### src/rtl/mem_arb_pkg.sv
// Shared types and constants for the two-port memory arbiter.
// Holds the FSM encoding, port index names and byte-lane helpers.
package mem_arb_pkg;

    typedef enum logic [1:0] {
        S_IDLE = 2'd0,
        S_RD   = 2'd1,
        S_WR   = 2'd2,
        S_RESP = 2'd3
    } state_e;

    localparam logic PORT0   = 1'b0;
    localparam logic PORT1   = 1'b1;

    // Byte address bit 0 picks the lane inside a 16-bit word.
    localparam logic LANE_LO = 1'b0;
    localparam logic LANE_HI = 1'b1;

    function automatic logic [7:0] lane_pick(input logic [15:0] word, input logic lane);
        return (lane == LANE_HI) ? word[15:8] : word[7:0];
    endfunction

    function automatic logic [15:0] lane_merge(input logic [15:0] word, input logic [7:0] b,
                                               input logic lane);
        return (lane == LANE_HI) ? {b, word[7:0]} : {word[15:8], b};
    endfunction

endpackage

### src/rtl/mem_arb_rr.sv
// Two-way round-robin pick: a lone requester wins, a tie goes to the
// port that was not granted last.
module mem_arb_rr
    import mem_arb_pkg::*;
(
    input  logic req_0,
    input  logic req_1,
    input  logic last_grant,
    output logic grant_vld,
    output logic grant
);

    always_comb begin
        grant_vld = req_0 | req_1;
        grant     = PORT0;
        if (req_0 && req_1) begin
            grant = (last_grant == PORT0) ? PORT1 : PORT0;
        end else if (req_1) begin
            grant = PORT1;
        end
    end

endmodule

### src/rtl/mem_arbiter.sv
// Two-port arbiter in front of a 16-bit synchronous-read memory.
// Byte writes go through a read-modify-write (RD then WR).
module mem_arbiter
    import mem_arb_pkg::*;
#(
    parameter int ADDR_W = 8
) (
    input  logic              clk,
    input  logic              rst_n,

    input  logic              req_0,
    input  logic              we_0,
    input  logic              wide_0,
    input  logic [ADDR_W-1:0] addr_0,
    input  logic [15:0]       wdata_0,
    output logic [15:0]       rdata_0,
    output logic              ack_0,

    input  logic              req_1,
    input  logic              we_1,
    input  logic              wide_1,
    input  logic [ADDR_W-1:0] addr_1,
    input  logic [15:0]       wdata_1,
    output logic [15:0]       rdata_1,
    output logic              ack_1,

    output logic [ADDR_W-2:0] mem_addr,
    output logic [15:0]       mem_wdata,
    output logic              mem_we,
    input  logic [15:0]       mem_rdata,

    output logic              busy
);

    state_e            state_q, state_d;
    logic              last_grant_q, last_grant_d;
    logic              port_q, port_d;
    logic              we_q, we_d;
    logic              wide_q, wide_d;
    logic [ADDR_W-1:0] addr_q, addr_d;
    logic [15:0]       wdata_q, wdata_d;

    logic              grant_vld;
    logic              grant;
    logic [15:0]       resp_data;

    mem_arb_rr u_rr (
        .req_0      (req_0),
        .req_1      (req_1),
        .last_grant (last_grant_q),
        .grant_vld  (grant_vld),
        .grant      (grant)
    );

    always_ff @(posedge clk or negedge rst_n) begin
        if (!rst_n) begin
            state_q      <= S_IDLE;
            last_grant_q <= PORT1;
            port_q       <= PORT0;
            we_q         <= 1'b0;
            wide_q       <= 1'b0;
            addr_q       <= '0;
            wdata_q      <= '0;
        end else begin
            state_q      <= state_d;
            last_grant_q <= last_grant_d;
            port_q       <= port_d;
            we_q         <= we_d;
            wide_q       <= wide_d;
            addr_q       <= addr_d;
            wdata_q      <= wdata_d;
        end
    end

    always_comb begin
        state_d      = state_q;
        last_grant_d = last_grant_q;
        port_d       = port_q;
        we_d         = we_q;
        wide_d       = wide_q;
        addr_d       = addr_q;
        wdata_d      = wdata_q;
        unique case (state_q)
            S_IDLE: begin
                if (grant_vld) begin
                    port_d       = grant;
                    last_grant_d = grant;
                    we_d         = (grant == PORT1) ? we_1    : we_0;
                    wide_d       = (grant == PORT1) ? wide_1  : wide_0;
                    addr_d       = (grant == PORT1) ? addr_1  : addr_0;
                    wdata_d      = (grant == PORT1) ? wdata_1 : wdata_0;
                    // Only a full-word write can skip the read phase.
                    state_d      = (we_d && wide_d) ? S_WR : S_RD;
                end
            end
            S_RD:    state_d = we_q ? S_WR : S_RESP;
            S_WR:    state_d = S_RESP;
            S_RESP:  state_d = S_IDLE;
            default: state_d = S_IDLE;
        endcase
    end

    always_comb begin
        busy      = (state_q != S_IDLE);
        mem_we    = (state_q == S_WR);
        mem_addr  = (state_q == S_IDLE) ? '0 : addr_q[ADDR_W-1:1];
        mem_wdata = '0;
        if (state_q == S_WR) begin
            // mem_rdata here is the word fetched during RD.
            mem_wdata = wide_q ? wdata_q : lane_merge(mem_rdata, wdata_q[7:0], addr_q[0]);
        end

        resp_data = '0;
        if (!we_q) begin
            resp_data = wide_q ? mem_rdata : {8'h00, lane_pick(mem_rdata, addr_q[0])};
        end

        ack_0   = (state_q == S_RESP) && (port_q == PORT0);
        ack_1   = (state_q == S_RESP) && (port_q == PORT1);
        rdata_0 = ack_0 ? resp_data : '0;
        rdata_1 = ack_1 ? resp_data : '0;
    end

endmodule
### config.mk
export PLATFORM = sky130hd
export DESIGN_NAME = mem_arbiter
export DESIGN_NICKNAME = d
export VERILOG_FILES = /design/src/rtl/mem_arb_pkg.sv /design/src/rtl/mem_arb_rr.sv /design/src/rtl/mem_arbiter.sv
export SDC_FILE = /design/constraint.sdc
export NUM_CORES = 1
export LEC_CHECK = 0
export BUFFER_PORTS_ARGS = -buffer_cell sky130_fd_sc_hd__buf_2
export CORE_AREA = 4 4 99 101
export CTS_CLUSTER_DIAMETER = 50
export CTS_CLUSTER_SIZE = 14
export DETAILED_ROUTE_END_ITERATION = 12
export DIE_AREA = 0 0 103 105
export PLACE_DENSITY = 0.57
export SKIP_LAST_GASP = 1
export SLEW_MARGIN = 20
export SYNTH_ARGS = -nofsm -noshare
export SYNTH_HDL_FRONTEND = slang
export SYNTH_SLANG_ARGS = --single-unit
export TNS_END_PERCENT = 20
### constraint.sdc
create_clock -name clk -period 2.08 [get_ports clk]
set_clock_uncertainty 0.15 [all_clocks]
set_input_delay 0.208 -clock clk [delete_from_list [all_inputs] [get_ports clk]]
set_output_delay 0.208 -clock clk [all_outputs]
set_load 0.05 [all_outputs]
==> metrics.md <==
| Metric | Value |
|---|---|
| Synthesized area | `2160 µm²` |
| Required @ worst endpoint | `1720 ps` |
| Port buffer count | `130` |
| Post-Syn Area per Cell | `8.29 µm²` |
| Synth-to-Final Area Change | `50.9%` |
| Internal power | `0.00223 W` |
| Root buffer cell | `clkbuf_8` |
| Hold Path Class | `in2reg` |
| TritonCTS buffer count | `5` |
| Die Ht | `105 µm` |
| Initial DRC count | `94` |
| Reg power frac | `23.0%` |
| First-pass GRT wire length | `10.9 mm` |
| Die X | `103 µm` |
| Post-CTS setup buffers | `0` |
| Post-synthesis register bit count | `30` |
| Post-DP HPWL | `5.66 mm` |
| CP Capture Type | `output port` |
| DR vias/cell | `4.37` |
| Fmax | `0.487 GHz` |
| Final Critical Period | `2050 ps` |
| Switching portion of total power | `53.2%` |
| Crit path buffers/inverters | `1` |
| Reg clk slew, reported paths | `70 ps` |
| Initial antenna violation count | `0` |
| Max_cap viols | `0` |
| Crit-path cells | `ha_2 > and2_1 > and3b_2 > and2_1 > buf_4` |
| Largest net degree at the start of global routing | `31` |
| Total global routing track utilization | `12.9%` |
| Total clock sinks | `30` |
| GRT overflow | `0` |
| Post-synthesis sequential area ratio | `34.7%` |
| Vias in the first global route | `2166` |
| # IOs | `131` |
| Max-slew violations | `0` |
| DRC errors left | `0` |
| DRT Wirelength | `7.21 mm` |
| Power per cell area | `1460 nW/µm²` |
| Synth Warn # | `0` |
| Design Power | `0.00476 W` |
| Via Count | `2207` |
| Worst VDD drop | `576 µV` |
| Measured slew at the worst slew-check pin | `726 ps` |
| Clk buf depth | `2` |
| Crit-path slowest cell | `dfrtp_1` |
| Syn Nets | `337` |
| Crit Path Category | `reg2out` |
| Nature of the critical path startpoint | `flip-flop` |
| CP max stage delay | `410 ps` |
| Starting Density | `24.0%` |
| Post-placement cell area | `3050 µm²` |
| Combinational share of power | `66.8%` |
| Clock power frac | `10.2%` |
| Die area | `10800 µm²` |
| Period utilization | `98.7%` |
| Ant. Diodes | `0` |
| Crit-path max FO | `8` |
| Most frequent CP cell | `and2_1` |
| TritonRoute pass-1 iters | `5` |
| Final Hold Vio Count | `0` |
| Setup_tns | `0 ps` |
| Nets | `469` |
| Row cnt | `35` |
| Arrival @ worst endpoint | `1690 ps` |
| Net Switching | `0.00254 W` |
| RePlAce Congestion | `0.735` |
| Clk Latency, worst-skew pair | `280 ps` |
| Core area | `9020 µm²` |
| Cell area after layout | `3270 µm²` |
| Pleak | `1.70 nW` |
| Endpoints failing setup | `0` |
| Post-Synthesis Cells | `261` |
| Antenna viol nets, final | `0` |
| Most frequent cells in the layout | `105 x buf_2, 51 x nand2_1, 39 x mux2i_1` |
| Relative slew slack | `51.6%` |
| Drt wl/cell | `14.3 µm` |
| CTS tree | `built` |
| CTS H-Tree Depth | `2` |
| Unrepaired setup endpoints after global routing | `true` |
| Status | `finished, final reports clean` |
| Synth cell types | `27` |
| Layout cell share with drive strength beyond 1 | `45.4%` |
| Crit path max-delay family | `simple AND/OR/NAND/NOR gates` |
| Commonest non-fill, non-tap cell in the layout | `buf_2` |
## cell families after synthesis
logic type | after synthesis | share of synthesized area (%)
compound gates | 52 | 14.2
buf+inv | 23 | 5.26
mux | 42 | 19.4
flops | 30 | 34.7
simple gates | 110 | 24.1
fa+ha+maj | 4 | 2.31
## synthesized netlist by cell type, drive strengths merged
library cell | n | area share, %
a211oi | 1 | 0.35
a21boi | 9 | 3.3
a21oi | 1 | 0.23
a22o | 1 | 0.40
a31oi | 1 | 0.29
and2 | 25 | 7.2
and3b | 3 | 1.2
buf | 8 | 2.7
clkbuf | 10 | 1.7
dfrtp | 29 | 34
dfstp | 1 | 1.2
ha | 4 | 2.3
inv | 5 | 0.87
mux2i | 42 | 19
nand2 | 51 | 8.8
nand2b | 3 | 0.87
nor2 | 18 | 3.1
nor2b | 9 | 2.6
nor3 | 1 | 0.23
o21ai | 36 | 8.3
o31ai | 1 | 0.35
o32ai | 1 | 0.40
o41a | 1 | 0.52
## power by group through the flow
stage | sequential (W) | combinational, W | clock, W
4_1_cts | 0.00108 | 0.00316 | 0.000519
3_5_place_dp | 0.00109 | 0.00314 | 0
3_3_place_gp | 0.00108 | 0.00311 | 0
6_report | 0.00109 | 0.00318 | 0.000487
2_1_floorplan | 0.00102 | 0.00233 | 0
5_1_grt | 0.00114 | 0.00348 | 0.000538
## stage by stage
stage          setup slack (ps)  util [%]  hold WS [ps]  instances
2_1_floorplan              -193         -          -238        261
3_3_place_gp                228      33.8           156        496
3_5_place_dp                180      33.8           162        496
4_1_cts                   -40.3      35.2          42.4        505
5_1_grt                   -54.1      36.2          59.3        505
6_report                   28.0      36.2          48.3        505
## routing by layer
layer	global-route usage [%]	vias up	part of all wire (%)
met5	0	-	0
met4	2.78	0	0.57
met3	2.47	5	8.0
met2	23.1	82	51
met1	15.7	978	40
li1	-	1142	-
## state kept, by name, summed over array words and instances (netlist names)
register	flops
state_q	2
we_q	1
addr_q	8
port_q	1
wide_q	1
wdata_q	16
last_grant_q	1
## worst min-delay path, stage by stage
cell and delay (ps):
buf_2 70, mux2i_1 50, o21ai_1 100
## what timing repair did
item	in CTS	in global routing
setup endpoints to repair	35	49
resized for setup	12	40
hold buffers	1	0
hold endpoints to repair	29	0
## final cells by class
type,count,area (µm²)
clock buffers,7,86.3
clock inverters,1,5.00
fillers,942,5760
inverters,5,18.8
multi-input cells,208,1400
flip-flops and latches,30,753
well taps,111,139
repair buffers,143,865
## worst paths after layout
path | endpoint | depth (start not counted) | start | slack, ps
worst max register to register | state_q[0] | 5 | state_q[0] | 270
worst max-delay path | rdata_1[10] | 5 | state_q[1] | 30
max in group asynchronous | addr_q[0] | 2 | rst_n | 910
min in group asynchronous | wdata_q[4] | 2 | rst_n | 370
worst min-delay path | wdata_q[10] | 3 | wdata_0[10] | 50
worst min register to register | addr_q[2] | 2 | addr_q[2] | 320
No activity file was read; power rests on OpenSTA's default activity.
